### src/rtl/phy_rx_sync_ctrl.sv
// Receive-side sync controller: hunts the bit stream for COMMA, locks byte
// alignment after LOCK_CNT aligned commas, and drops lock on a stuck line.
module phy_rx_sync_ctrl #(
  parameter logic [7:0]  COMMA    = 8'hBC,
  parameter int unsigned LOCK_CNT = 4,
  parameter int unsigned LOSS_CNT = 4
) (
  input  logic       clk_32f,
  input  logic       rst,
  input  logic       serial_in,
  input  logic       resync,
  output logic [7:0] byte_out,
  output logic       byte_strobe,
  output logic       byte_valid,
  output logic       active,
  output logic       idle_out,
  output logic [1:0] state
);

  typedef enum logic [1:0] {
    ST_SEARCH = 2'd0,
    ST_ALIGN  = 2'd1,
    ST_ACTIVE = 2'd2
  } state_t;

  localparam logic [3:0] LOCK_W   = 4'(LOCK_CNT);
  localparam logic [3:0] LOSS_W   = 4'(LOSS_CNT);
  localparam bit         LOCK_ONE = (LOCK_CNT == 1);

  state_t     state_q, state_next;
  // Only the last 7 samples are kept; the 8th window bit is serial_in itself.
  logic [6:0] sr_q;
  logic [2:0] bit_cnt_q, bit_cnt_next;
  logic [3:0] comma_cnt_q, comma_cnt_next;
  logic [3:0] loss_cnt_q, loss_cnt_next;
  logic [7:0] byte_out_q, byte_out_next;
  logic       strobe_q, strobe_next;
  logic       valid_q, valid_next;
  logic       active_q, active_next;

  logic [7:0] window;
  logic       boundary;
  logic       win_comma;
  logic       win_stuck;
  logic [3:0] comma_inc;
  logic [3:0] loss_inc;

  assign window    = {sr_q, serial_in};
  assign boundary  = (bit_cnt_q == 3'd7);
  assign win_comma = (window == COMMA);
  assign win_stuck = (window == 8'h00) || (window == 8'hFF);
  assign comma_inc = (comma_cnt_q == 4'hF) ? comma_cnt_q : comma_cnt_q + 4'd1;
  assign loss_inc  = (loss_cnt_q == 4'hF) ? loss_cnt_q : loss_cnt_q + 4'd1;

  // Output contract: byte_strobe is a one-cycle pulse per locked byte
  // boundary; byte_out is meaningful only while byte_strobe is high, and
  // byte_valid qualifies it as data (not a comma). No backpressure exists.
  always_comb begin
    state_next     = state_q;
    bit_cnt_next   = bit_cnt_q + 3'd1;
    comma_cnt_next = comma_cnt_q;
    loss_cnt_next  = loss_cnt_q;
    byte_out_next  = byte_out_q;
    strobe_next    = 1'b0;
    valid_next     = 1'b0;

    if (resync) begin
      state_next     = ST_SEARCH;
      bit_cnt_next   = 3'd0;
      comma_cnt_next = 4'd0;
      loss_cnt_next  = 4'd0;
    end else begin
      case (state_q)
        ST_SEARCH: begin
          bit_cnt_next  = 3'd0;
          loss_cnt_next = 4'd0;
          if (win_comma) begin
            comma_cnt_next = 4'd1;
            state_next     = LOCK_ONE ? ST_ACTIVE : ST_ALIGN;
          end
        end
        ST_ALIGN: begin
          if (boundary) begin
            if (win_comma) begin
              comma_cnt_next = comma_inc;
              if (comma_inc == LOCK_W) state_next = ST_ACTIVE;
            end else begin
              comma_cnt_next = 4'd0;
              state_next     = ST_SEARCH;
            end
          end
        end
        ST_ACTIVE: begin
          if (boundary) begin
            if (win_stuck && (loss_inc == LOSS_W)) begin
              state_next     = ST_SEARCH;
              loss_cnt_next  = 4'd0;
              comma_cnt_next = 4'd0;
            end else begin
              loss_cnt_next = win_stuck ? loss_inc : 4'd0;
              byte_out_next = window;
              strobe_next   = 1'b1;
              valid_next    = !win_comma;
            end
          end
        end
        default: begin
          state_next     = ST_SEARCH;
          bit_cnt_next   = 3'd0;
          comma_cnt_next = 4'd0;
          loss_cnt_next  = 4'd0;
        end
      endcase
    end

    active_next = (state_next == ST_ACTIVE);
  end

  always_ff @(posedge clk_32f or posedge rst) begin
    if (rst) begin
      state_q     <= ST_SEARCH;
      sr_q        <= 7'd0;
      bit_cnt_q   <= 3'd0;
      comma_cnt_q <= 4'd0;
      loss_cnt_q  <= 4'd0;
      byte_out_q  <= 8'd0;
      strobe_q    <= 1'b0;
      valid_q     <= 1'b0;
      active_q    <= 1'b0;
    end else begin
      state_q     <= state_next;
      sr_q        <= window[6:0];
      bit_cnt_q   <= bit_cnt_next;
      comma_cnt_q <= comma_cnt_next;
      loss_cnt_q  <= loss_cnt_next;
      byte_out_q  <= byte_out_next;
      strobe_q    <= strobe_next;
      valid_q     <= valid_next;
      active_q    <= active_next;
    end
  end

  assign byte_out    = byte_out_q;
  assign byte_strobe = strobe_q;
  assign byte_valid  = valid_q;
  assign active      = active_q;
  assign idle_out    = ~active_q;
  assign state       = state_q;

endmodule

### config.mk
export PLATFORM = sky130hd
export DESIGN_NAME = phy_rx_sync_ctrl
export DESIGN_NICKNAME = d
export VERILOG_FILES = /design/src/rtl/phy_rx_sync_ctrl.sv
export SDC_FILE = /design/constraint.sdc
export NUM_CORES = 1
export LEC_CHECK = 0
export BUFFER_PORTS_ARGS = -buffer_cell sky130_fd_sc_hd__buf_2
export CAP_MARGIN = 20
export CORE_ASPECT_RATIO = 2
export CORE_MARGIN = 5
export CORE_UTILIZATION = 54
export CTS_BUF_LIST = sky130_fd_sc_hd__clkbuf_2 sky130_fd_sc_hd__clkbuf_4 sky130_fd_sc_hd__clkbuf_8
export CTS_CLUSTER_SIZE = 14
export DETAILED_ROUTE_END_ITERATION = 10
export PLACE_DENSITY_LB_ADDON = 0.3
export SLEW_MARGIN = 20
export SYNTH_ARGS = -nofsm -noshare
export SYNTH_HDL_FRONTEND = slang
export SYNTH_SLANG_ARGS = --single-unit
### constraint.sdc
create_clock -name clk_32f -period 2.2 [get_ports clk_32f]
set_clock_uncertainty 0.15 [all_clocks]
set_input_delay 0.44 -clock clk_32f [delete_from_list [all_inputs] [get_ports clk_32f]]
set_output_delay 0.44 -clock clk_32f [all_outputs]
set_load 0.05 [all_outputs]
After elaboration in Yosys (flattened, before gate mapping):

Index checks and enable logic that the tools add are counted.

* register bits after elaboration: 31
* latch bits: 0
* RAM bits: 0
* memory bits (read-only): 0
* bits of input ports: 4
* output and inout port bits: 14
* logic and storage cells: 71
* memories kept: 0

* add/sub/neg operators: 3
* multipliers: 0
* div/mod/pow operators: 0
* order comparisons: 0
* equality and inequality tests: 15
* shift operators: 0
* multiplexer cells: 32
* bitwise operators: 3
* reduce and logical (&&, ||, !) cells: 9

Operator list (number)
* 2-to-1 mux 4 bit: 12
* == test 8 bit (second input constant): 2
* 2-to-1 mux 2 bit: 7
* inequality test 3 bit (second input constant): 4
* one-hot mux 4 bit (3 select lines): 1
* adder 4 x 1 -> 4 bit (second input constant): 2
* == test 4 x 3 -> 1 bit (second input constant): 2
* == test 4 bit (second input constant): 2
* logical NOT 8 bit: 1
* 2-to-1 mux 1 bit: 8
* one-hot mux 4 bit (2 select lines): 1
* AND reduction 4 bit: 2
* 2-to-1 mux 3 bit: 2
* one-hot mux 2 bit (3 select lines): 1
* == test 2 bit (second input constant): 2
* adder 3 x 1 -> 3 bit (second input constant): 1
* == test 3 bit (second input constant): 1
* inverter 1 bit: 3
* == test 2 x 1 -> 1 bit (second input constant): 1
* logical NOT 2 bit: 1
* inequality test 2 bit (second input constant): 1
* AND reduction 2 bit: 1
* OR reduction 2 bit: 1
* logical AND 1 bit: 1
* 2 further kinds: 2

Logic depth before layout (Yosys ltp):

Gate-level depths: netlist of run 1.

* word-level depth: 9
* mapped depth: 8
* gate-level depth less buffers: 8

Worst setup path after synthesis of run 1:

No wires, ideal clock.

* kind: reg2reg
* from: reg state_q[0], in the netlist state[0]
* to: reg loss_cnt_q[1]
* library setup time: 0.083 ns
* arrival time: 2.417 ns
* required time: 1.967 ns
* slack: -0.450 ns
* cell stages (with the launch flop): 9
* clock period less this slack: 2.650 ns
* cells stage by stage: dfrtp_1 > inv_1 > ha_1 > nor2b_1 > o21bai_1 > inv_1 > a2111oi_1 > a41oi_1 > o22ai_1

* longest elaborated chain between the ends: 3

Ends and longest elaborated chain
* from (decl): line 30 `state_t state_q, state_next;`
* from (signal assigned): line 131 `state_q <= state_next;`
* == test 2 bit / == test 2 x 1 -> 1 bit (equally long branches): line 73 `case (state_q)`
* one-hot mux 4 bit (2 select lines) (tied with other cells): line 73
* 2-to-1 mux 4 bit / AND reduction 2 bit (equally long branches)
* to (signal assigned): line 135 `loss_cnt_q <= loss_cnt_next;`
* to (decl): line 35 `logic [3:0] loss_cnt_q, loss_cnt_next;`

Parallel ways exist; a longest one is shown, timed or not.
A chain may end at the register's enable or synchronous reset.

Worst setup path in the final report of run 1:

* from: reg loss_cnt_q[0]
* to: reg comma_cnt_q[0]

* longest elaborated chain between the ends: 6

Ends and longest elaborated chain
* adder 4 x 1 -> 4 bit / == test 4 bit (equally long branches): line 53 `assign loss_inc = (loss_cnt_q == 4'hF) ? loss_cnt_q : loss_cnt_q + 4'd1;`
* 2-to-1 mux 4 bit *: line 53
* == test 4 x 3 -> 1 bit *: line 95 `if (win_stuck && (loss_inc == LOSS_W)) begin`
* logical AND 1 bit *: line 95
* inequality test 3 bit (no source line) *
* AND reduction 4 bit (no source line) *
* to (signal assigned): line 134 `comma_cnt_q <= comma_cnt_next;`
* to (decl): line 34 `logic [3:0] comma_cnt_q, comma_cnt_next;`

Every way passes the cells marked *; elsewhere a longest branch is shown, timed or not.

==> results.yml, run 1 <==
floorplan:
  rows: 27
  dieArea_um2: 4150
  start_util: 0.566
  die_w_um: 48.1
  core_um2: 2770
  ioPinCount: 18
  fp.dieH_um: 86.2
critical_path:
  critPathMaxFanout: 7
  reg2reg_to: "comma_cnt_q[0]"
  reg2reg_setup_slack_ns: -0.09
  worstSetupPathType: "reg -> reg"
  reg2reg_depth: 8
  worst_setup_path_start_kind: "flop"
  critical_path.slowest_cell: "dfrtp_1"
  end_kind: "flop"
  path_cells: "ha_4, or2b_1, o22a_1, a2111oi_4, buf_4, o221ai_4, or2_1, o32ai_2"
  worstPathRequired_ns: 2.24
  critPathBufInv: 1
  worstPathArrival_ns: 2.33
  critPathMaxStageDelay_ns: 0.41
  critPathTopFamily: "compound AO/OA/AOI/OAI gates"
  r2r-start: "loss_cnt_q[0]"
run_status:
  status: "finished with violations"
  violations: "setup timing"
sta:
  fin_crit_sh: 1.04
  slew_headroom: 0.715
  min_period_ns: 2.29
  rsz0062_at_grt: "true"
  whs_ns: 0.0667
  worst_pin_slew_ns: 0.428
  fmax_mhz: 437
  setup_ws_ns: -0.0881
  finalMaxSlewViolations: 0
  finalSetupTns_ns: -0.590
  hold_viol_final: 0
  setup_viol: 13
synthesis:
  synth_top_area_share: 0.495
  yosysSeqAreaShare: 0.495
  synth_common_cells: "31 x dfrtp_1, 14 x inv_1, 9 x mux2_2, 8 x ha_1"
  synth_seq_cells: 31
  synth-edff-count: 0
  syn-cell-area_um2: 1570
  yosysMostFrequentCell: "dfrtp_1"
  ys_warn_count: 0
  syn_avg_cell_area_um2: 11.4
  synth_async_sr_flop_share: 1.00
  synthFlopType: "dfrtp_1"
  syn_inst: 137
  synth.distinct_cells: 46
  synth_top_area_cell: "dfrtp_1"
  syn_nets: 149
  synth_area_leaders: "dfrtp_1 49%, mux2_2 6.5%, ha_1 6.4%"
clock_network:
  clk_latency_ns: 0.29
  cts_sinks: 31
  hold_buffers: 0
  cts_tree: "done"
  cts.path.max_buffers: 2
  cts_buffers: 5
  clockRootBuffer: "clkbuf_8"
  cts.reportedPaths.clkPinSlew_ns: 0.07
  htreeDepth: 2
routing:
  drt-wirelength-per-cell_um: 17.6
  ant_nets: 0
  viasPerCell: 5.93
  num_vias: 1287
  wl_mm: 3.82
  first_pass_iters: 4
  drt_iter0_markers: 37
  drcViolationCount: 0
final_layout:
  nFillCells: 177
  syn2layout_area_growth_pct: 37.5
  drive_above_1_share: 0.479
  n_antenna_cell: 0
  nets: 199
global_route:
  busiest_layer: "met2"
  grt_pass1_vias: 1293
  met2_usage: 0.343
  grt_max_degree: 32
  antenna_found_initial: 0
  use_met3: 0.0499
  gr-total-overflow: 0
  globalRouteTotalUtil: 0.196
  grt.met1_usage: 0.191
  grt_pass1_wl_mm: 5.72
power:
  p_leak_nw: 1.02
  irDropWorstVdd_mv: 0.536
  p_clk_frac: 0.469
  netSwitchingPower_mw: 0.246
  power_density_nw_per_um2: 544
  internal_power_mw: 0.926
  p_comb_frac: 0.032
  pwr-share-seq: 0.499
  total_power_mw: 1.17
  swShare: 0.210
flow_run:
  drv_cap: 0
place:
  io_buffers: 17
  gp_congestion: 0.903
  place_hpwl_mm: 2.49
worst_hold_path:
  hp-class: "in -> async"
## metal layers
layer / up-vias / part of all wire
met2: 51 / 0.56
met3: 16 / 0.057
li1: 596 / -
met4: 0 / 0.045
met5: - / 0
met1: 624 / 0.34
## flip-flops by register name, indices dropped and copies added, names as in the netlist
register     flops
byte_out         8
byte_valid       1
comma_cnt_q      4
state            2
byte_strobe      1
sr_q             7
active           1
loss_cnt_q       4
bit_cnt_q        3
## worst register-to-register path, cell delays in order (launching register included)
cell and delay, ns:
dfrtp_1 0.41, ha_4 0.16, or2b_1 0.24, o22a_1 0.23, a2111oi_4 0.26, buf_4 0.20, o221ai_4 0.15, or2_1 0.27
o32ai_2 0.12
## repair_timing
action | CTS | global route
endpoints found under the hold margin | 0 | 0
pin swaps | 9 | 13
buffers inserted | 2 | 9
gates resized for setup | 8 | 14
cloned | 0 | 0
setup endpoints to repair | 15 | 18
## stage by stage
| stage | utilization | std cells | setup slack (ns) | instance area, um^2 |
|---|---|---|---|---|
| detailed placement | 0.668 | 198 | -0.0844 | 1850 |
| global placement | 0.668 | 198 | 0.00288 | 1850 |
| floorplan | - | 137 | -0.0146 | 1610 |
| CTS | 0.732 | 208 | -0.113 | 2030 |
| finish | 0.778 | 217 | -0.0881 | 2160 |
| global route | 0.778 | 217 | -0.195 | 2160 |
## layout by cell type (no fill, tap or decap), types with 2 or more instances in the layout
| cell type | Yosys | layout |
|---|---|---|
| buf_4 | 0 | 27 |
| a41oi_2 | 0 | 2 |
| and3_1 | 2 | 2 |
| a21oi_1 | 6 | 5 |
| mux2_2 | 9 | 9 |
| nor2_1 | 5 | 5 |
| inv_2 | 0 | 2 |
| dfrtp_2 | 0 | 3 |
| clkbuf_8 | 0 | 5 |
| ha_4 | 0 | 3 |
| nor2b_1 | 2 | 2 |
| nor3_2 | 2 | 2 |
| dfrtp_1 | 31 | 28 |
| nor3b_1 | 2 | 2 |
| and3b_1 | 2 | 2 |
| nor3_1 | 4 | 4 |
| o21ai_0 | 2 | 2 |
| or2b_1 | 2 | 2 |
| nand2_1 | 3 | 2 |
| a2111oi_4 | 1 | 2 |
| ha_1 | 8 | 4 |
| nand3b_1 | 2 | 2 |
| buf_2 | 0 | 17 |
| inv_1 | 14 | 12 |
| nand3_1 | 6 | 5 |
## logic make-up (layout without fill, tap and decap cells)
| kind of cell | count (synthesis) | count (layout) | synth area share |
|---|---|---|---|
| flip-flops | 31 | 31 | 0.495 |
| multiplexers | 10 | 10 | 0.0710 |
| AO/OA/AOI/OAI | 31 | 31 | 0.172 |
| AND/OR/NAND/NOR | 40 | 40 | 0.155 |
| buffers and inverters | 16 | 67 | 0.0383 |
| adder cells (fa/ha/maj) | 8 | 8 | 0.0638 |
| XOR/XNOR | 1 | 1 | 0.00559 |
## power by group through the flow
stage | clock network (mW) | logic (mW) | registers [mW]
final | 0.550 | 0.0381 | 0.585
after global routing | 0.587 | 0.0421 | 0.585
after CTS | 0.563 | 0.0380 | 0.585
after detailed placement | 0 | 0.0363 | 0.596
after global placement | 0 | 0.0353 | 0.595
after floorplan | 0 | 0.0178 | 0.597
## final cells by class
cell class                      instances  area (um^2)  area share
Inverter                               14         52.6      0.0244
Sequential cell                        31          779       0.362
Clock buffer                            5         68.8      0.0319
Clock inverter                          3         43.8      0.0203
Timing Repair Buffer                   45          299       0.139
Tap cell                               29         36.3      0.0168
Multi-Input combinational cell         90          876       0.406
## worst max-delay path by stage
stage                  start             end  slack, ns  cells past startpoint
6_report       loss_cnt_q[0]  comma_cnt_q[0]      -0.09                      8
5_1_grt        loss_cnt_q[0]          active      -0.19                      8
4_1_cts        loss_cnt_q[1]  comma_cnt_q[1]      -0.11                      8
3_5_place_dp   loss_cnt_q[1]  comma_cnt_q[0]      -0.08                      7
3_3_place_gp    bit_cnt_q[0]     byte_out[6]      0.003                      6
2_1_floorplan       state[0]     byte_out[0]      -0.01                      6
Note: power is estimated with default switching activity, not from simulation.
==> run 2: changes to the inputs <==
CORE_ASPECT_RATIO = not set   (was 2)
==> results.yml, run 2 (same netlist as run 1, synthesis figures left out) <==
routing:
  wl_mm: 3.49
  drt_iter0_markers: 90
  num_vias: 1248
  ant_nets: 0
  drcViolationCount: 0
  viasPerCell: 5.72
  first_pass_iters: 4
  drt-wirelength-per-cell_um: 16.0
final_layout:
  layout_commonest_cell: "dfrtp_1"
  largest_reg_flops: 8
  fin_cells: 218
  design_area_um2: 2080
  multi_input_area_um2: 816
  n_antenna_cell: 0
  layout_common_cells: "28 x dfrtp_1, 27 x buf_4, 17 x buf_2, 13 x inv_1, 9 x mux2_2"
  nets: 198
  fin_util: 0.748
  nFillCells: 183
  drive_above_1_share: 0.433
  syn2layout_area_growth_pct: 32.6
  seqCellArea_um2: 779
sta:
  setup_viol: 13
  fmax_mhz: 433
  worst_pin_slew_ns: 0.419
  slew_headroom: 0.721
  finalMaxSlewViolations: 0
  rsz0062_at_grt: "true"
  finalSetupTns_ns: -0.651
  hold_viol_final: 0
  whs_ns: 0.0331
  setup_ws_ns: -0.109
  fin_crit_sh: 1.05
  min_period_ns: 2.31
critical_path:
  critical_path.slowest_cell: "dfrtp_1"
  worstPathRequired_ns: 2.25
  worstPathArrival_ns: 2.36
  critPathMaxStageDelay_ns: 0.40
  end_kind: "flop"
  path_cells: "ha_4, or2b_1, o22a_1, a2111oi_4, buf_4, o221ai_4, a41oi_2, o32ai_1"
  worstSetupPathType: "reg -> reg"
  critPathMaxFanout: 8
  worst_setup_path_start_kind: "flop"
power:
  pwr-share-seq: 0.493
  netSwitchingPower_mw: 0.232
  internal_power_mw: 0.956
  p_clk_frac: 0.476
  p_leak_nw: 0.997
  irDropWorstVdd_mv: 0.896
  power_density_nw_per_um2: 571
  p_comb_frac: 0.031
  swShare: 0.195
global_route:
  antenna_found_initial: 0
  grt_pass1_vias: 1276
  grt_max_degree: 32
  grt_pass1_wl_mm: 5.80
  gr-total-overflow: 0
  globalRouteTotalUtil: 0.179
clock_network:
  cts_buffers: 5
  cts.reportedPaths.clkPinSlew_ns: 0.10
  cts_sinks: 31
  cts_tree: "done"
  htreeDepth: 2
  clockRootBuffer: "clkbuf_4"
  hold_buffers: 0
  clk_latency_ns: 0.33
  cts.path.max_buffers: 2
flow_run:
  drv_cap: 0
floorplan:
  rows: 19
  core_um2: 2780
  fp.dieH_um: 63.9
  dieArea_um2: 4080
  die_w_um: 63.9
  start_util: 0.564
  ioPinCount: 18
place:
  io_buffers: 17
  placed_area_um2: 1830
  place_hpwl_mm: 2.37
  gp_congestion: 0.811
  place_inst: 197
run_status:
  status: "finished with violations"
  violations: "setup timing"
worst_hold_path:
  hp-class: "in -> async"
run 2: cell types whose count changed in the layout (fill, tap and decap cells not counted), sizes merged:
cell and change:
clkbuf +1, bufinv +1, buf -1, clkinv -2
run 2: routing by layer:
| layer | vias to the layer above | track usage | wire length (um) |
|---|---|---|---|
| met5 | - | 0 | 0 |
| met4 | 0 | 0.0727 | 14 |
| met3 | 2 | 0.0508 | 131 |
| met2 | 29 | 0.300 | 1810 |
| met1 | 615 | 0.214 | 1530 |
| li1 | 602 | - | - |
run 2: timing repair:
action                                  in CTS  in global routing
buffers inserted                             3                 10
cloned                                       0                  0
endpoints found under the setup margin      17                 17
pin swaps                                    6                  7
resized for setup                            2                  7
endpoints found under the hold margin        0                  0
run 2: worst paths after layout:
kind | startpoint | end | slack [ns] | depth (start not counted)
worst min-delay path | rst | byte_out[6] | 0.03 | 3
worst max register to register | loss_cnt_q[0] | comma_cnt_q[1] | -0.11 | 8
worst max-delay path | loss_cnt_q[0] | comma_cnt_q[1] | -0.11 | 8
min in group clk_32f | serial_in | sr_q[0] | 0.10 | 1
max in group asynchronous | rst | state[0] | 1.57 | 3
worst min register to register | sr_q[5] | sr_q[6] | 0.27 | 0
run 2: stage by stage:
stage | setup WS, ns | power, mW
2_1_floorplan | -0.0146 | 0.615
3_3_place_gp | -0.0469 | 0.628
3_5_place_dp | -0.131 | 0.630
4_1_cts | -0.119 | 1.19
5_1_grt | -0.232 | 1.23
6_report | -0.109 | 1.19
run 2: layout make-up:
type,count,area share
Clock buffer,6,0.0217
Timing Repair Buffer,44,0.138
Inverter,14,0.0253
Clock inverter,2,0.0289
Sequential cell,31,0.375
Tap cell,31,0.0187
Multi-Input combinational cell,90,0.392
run 2: critical path: cells and delay by family (launching register included):
| kind | cells | cell delay, ns |
|---|---|---|
| simple gates | 1 | 0.25 |
| compound gates | 5 | 1.04 |
| fa+ha+maj | 1 | 0.15 |
| buf+inv | 1 | 0.19 |
| flops | 1 | 0.40 |
run 2: power by group through the flow:
stage	logic, mW	clock network (mW)	registers (mW)
6_report	0.0372	0.565	0.585
5_1_grt	0.0420	0.603	0.587
4_1_cts	0.0352	0.574	0.584
3_5_place_dp	0.0348	0	0.595
3_3_place_gp	0.0334	0	0.595
2_1_floorplan	0.0178	0	0.597
==> run 3: changes to the inputs <==
clock period = 2.1 ns   (was 2.2 ns; I/O delays follow)
==> results.yml, run 3 (same netlist as run 1, synthesis figures left out) <==
critical_path:
  worst_setup_path_start_kind: "flop"
  worstPathArrival_ns: 2.41
  worstPathRequired_ns: 2.16
  worstSetupPathType: "reg -> reg"
  end_kind: "flop"
  critPathMaxFanout: 8
sta:
  rsz0062_at_grt: "true"
  hold_viol_final: 0
  worst_pin_slew_ns: 0.536
  finalSetupTns_ns: -3.23
  slew_headroom: 0.642
  whs_ns: 0.155
  setup_viol: 19
  fmax_mhz: 425
  setup_ws_ns: -0.250
  min_period_ns: 2.35
  fin_crit_sh: 1.12
  finalMaxSlewViolations: 0
routing:
  drcViolationCount: 0
  wl_met1_mm: 1.72
  num_vias: 1344
  drt-wirelength-per-cell_um: 18.6
  ant_nets: 0
  drt_iter0_markers: 85
  wl_mm: 4.12
  wl_met2_mm: 2.05
  routed.top_layer: "met4"
  viasPerCell: 6.08
  first_pass_iters: 4
  wl_met3_um: 222
final_layout:
  nFillCells: 178
  fin_cells: 221
  nets: 201
  syn2layout_area_growth_pct: 36.2
  design_area_um2: 2130
  n_antenna_cell: 0
  seqCellArea_um2: 779
  largest_reg_flops: 8
  layout_common_cells: "28 x dfrtp_1, 27 x buf_4, 17 x buf_2, 13 x inv_1, 9 x mux2_2"
  layout_commonest_cell: "dfrtp_1"
  drive_above_1_share: 0.463
  multi_input_area_um2: 848
place:
  placed_area_um2: 1870
  place_inst: 200
  gp_congestion: 0.842
  io_buffers: 17
  place_hpwl_mm: 2.49
global_route:
  grt_pass1_wl_mm: 6.40
  globalRouteTotalUtil: 0.198
  grt_pass1_vias: 1370
  grt_max_degree: 20
  gr-total-overflow: 0
  antenna_found_initial: 0
power:
  internal_power_mw: 0.903
  irDropWorstVdd_mv: 0.553
  p_clk_frac: 0.428
  p_leak_nw: 1.02
  power_density_nw_per_um2: 539
  netSwitchingPower_mw: 0.247
  swShare: 0.215
  pwr-share-seq: 0.532
  p_comb_frac: 0.040
clock_network:
  cts_tree: "done"
  cts.path.max_buffers: 2
  cts_buffers: 5
  cts.reportedPaths.clkPinSlew_ns: 0.11
  clk_latency_ns: 0.34
  cts_sinks: 31
  clockRootBuffer: "clkbuf_4"
  htreeDepth: 2
floorplan:
  fp.dieH_um: 63.9
  rows: 19
  start_util: 0.564
  die_w_um: 63.9
  ioPinCount: 18
  core_um2: 2780
  dieArea_um2: 4080
worst_hold_path:
  hp-class: "in -> reg"
flow_run:
  drv_cap: 0
run_status:
  violations: "setup timing"
  status: "finished with violations"
run 3: worst paths after layout:
path	cells after the start	startpoint	slack, ns	end
hold / removal	2	serial_in	0.16	sr_q[0]
setup / recovery	8	loss_cnt_q[1]	-0.25	comma_cnt_q[1]
min in group asynchronous	3	rst	0.51	bit_cnt_q[1]
max in group asynchronous	4	rst	0.80	byte_valid
setup reg to reg	8	loss_cnt_q[1]	-0.25	comma_cnt_q[1]
hold reg to reg	0	sr_q[0]	0.29	sr_q[1]
run 3: critical path: stages (launching register included):
cell       delay (ns)
dfrtp_2          0.44
ha_4             0.17
or2b_1           0.25
o22a_1           0.20
a2111oi_4        0.31
buf_4            0.20
o221ai_4         0.14
a41oi_2          0.25
o32ai_1          0.12
run 3: layer usage:
layer,GRT usage,vias up
li1,-,603
met3,0.0543,15
met5,0,-
met1,0.246,678
met4,0.0779,0
met2,0.325,48
run 3: power by group through the flow:
stage	clock network [mW]	registers (mW)	logic (mW)
2_1_floorplan	0	0.625	0.0188
3_3_place_gp	0	0.623	0.0412
3_5_place_dp	0	0.624	0.0426
4_1_cts	0.493	0.612	0.0450
5_1_grt	0.530	0.614	0.0506
6_report	0.492	0.612	0.0456
run 3: timing repair:
action	4_1_cts	5_1_grt
hold buffers	1	0
gates resized for setup	4	12
pin swaps	6	12
setup endpoints to repair	16	18
setup buffers	7	5
hold endpoints to repair	12	0
run 3: layout make-up:
| type | count | share of cell area |
|---|---|---|
| Tap cell | 31 | 0.0182 |
| Sequential cell | 31 | 0.365 |
| Clock inverter | 2 | 0.0164 |
| Timing Repair Buffer | 47 | 0.154 |
| Clock buffer | 6 | 0.0240 |
| Inverter | 14 | 0.0246 |
| Multi-Input combinational cell | 90 | 0.397 |
run 3: per-stage QoR:
| step | setup slack (ns) | util | power, mW |
|---|---|---|---|
| floorplan | -0.103 | - | 0.644 |
| global placement | -0.167 | 0.671 | 0.664 |
| detailed placement | -0.249 | 0.671 | 0.666 |
| CTS | -0.211 | 0.734 | 1.15 |
| global route | -0.323 | 0.767 | 1.19 |
| finish | -0.250 | 0.767 | 1.15 |
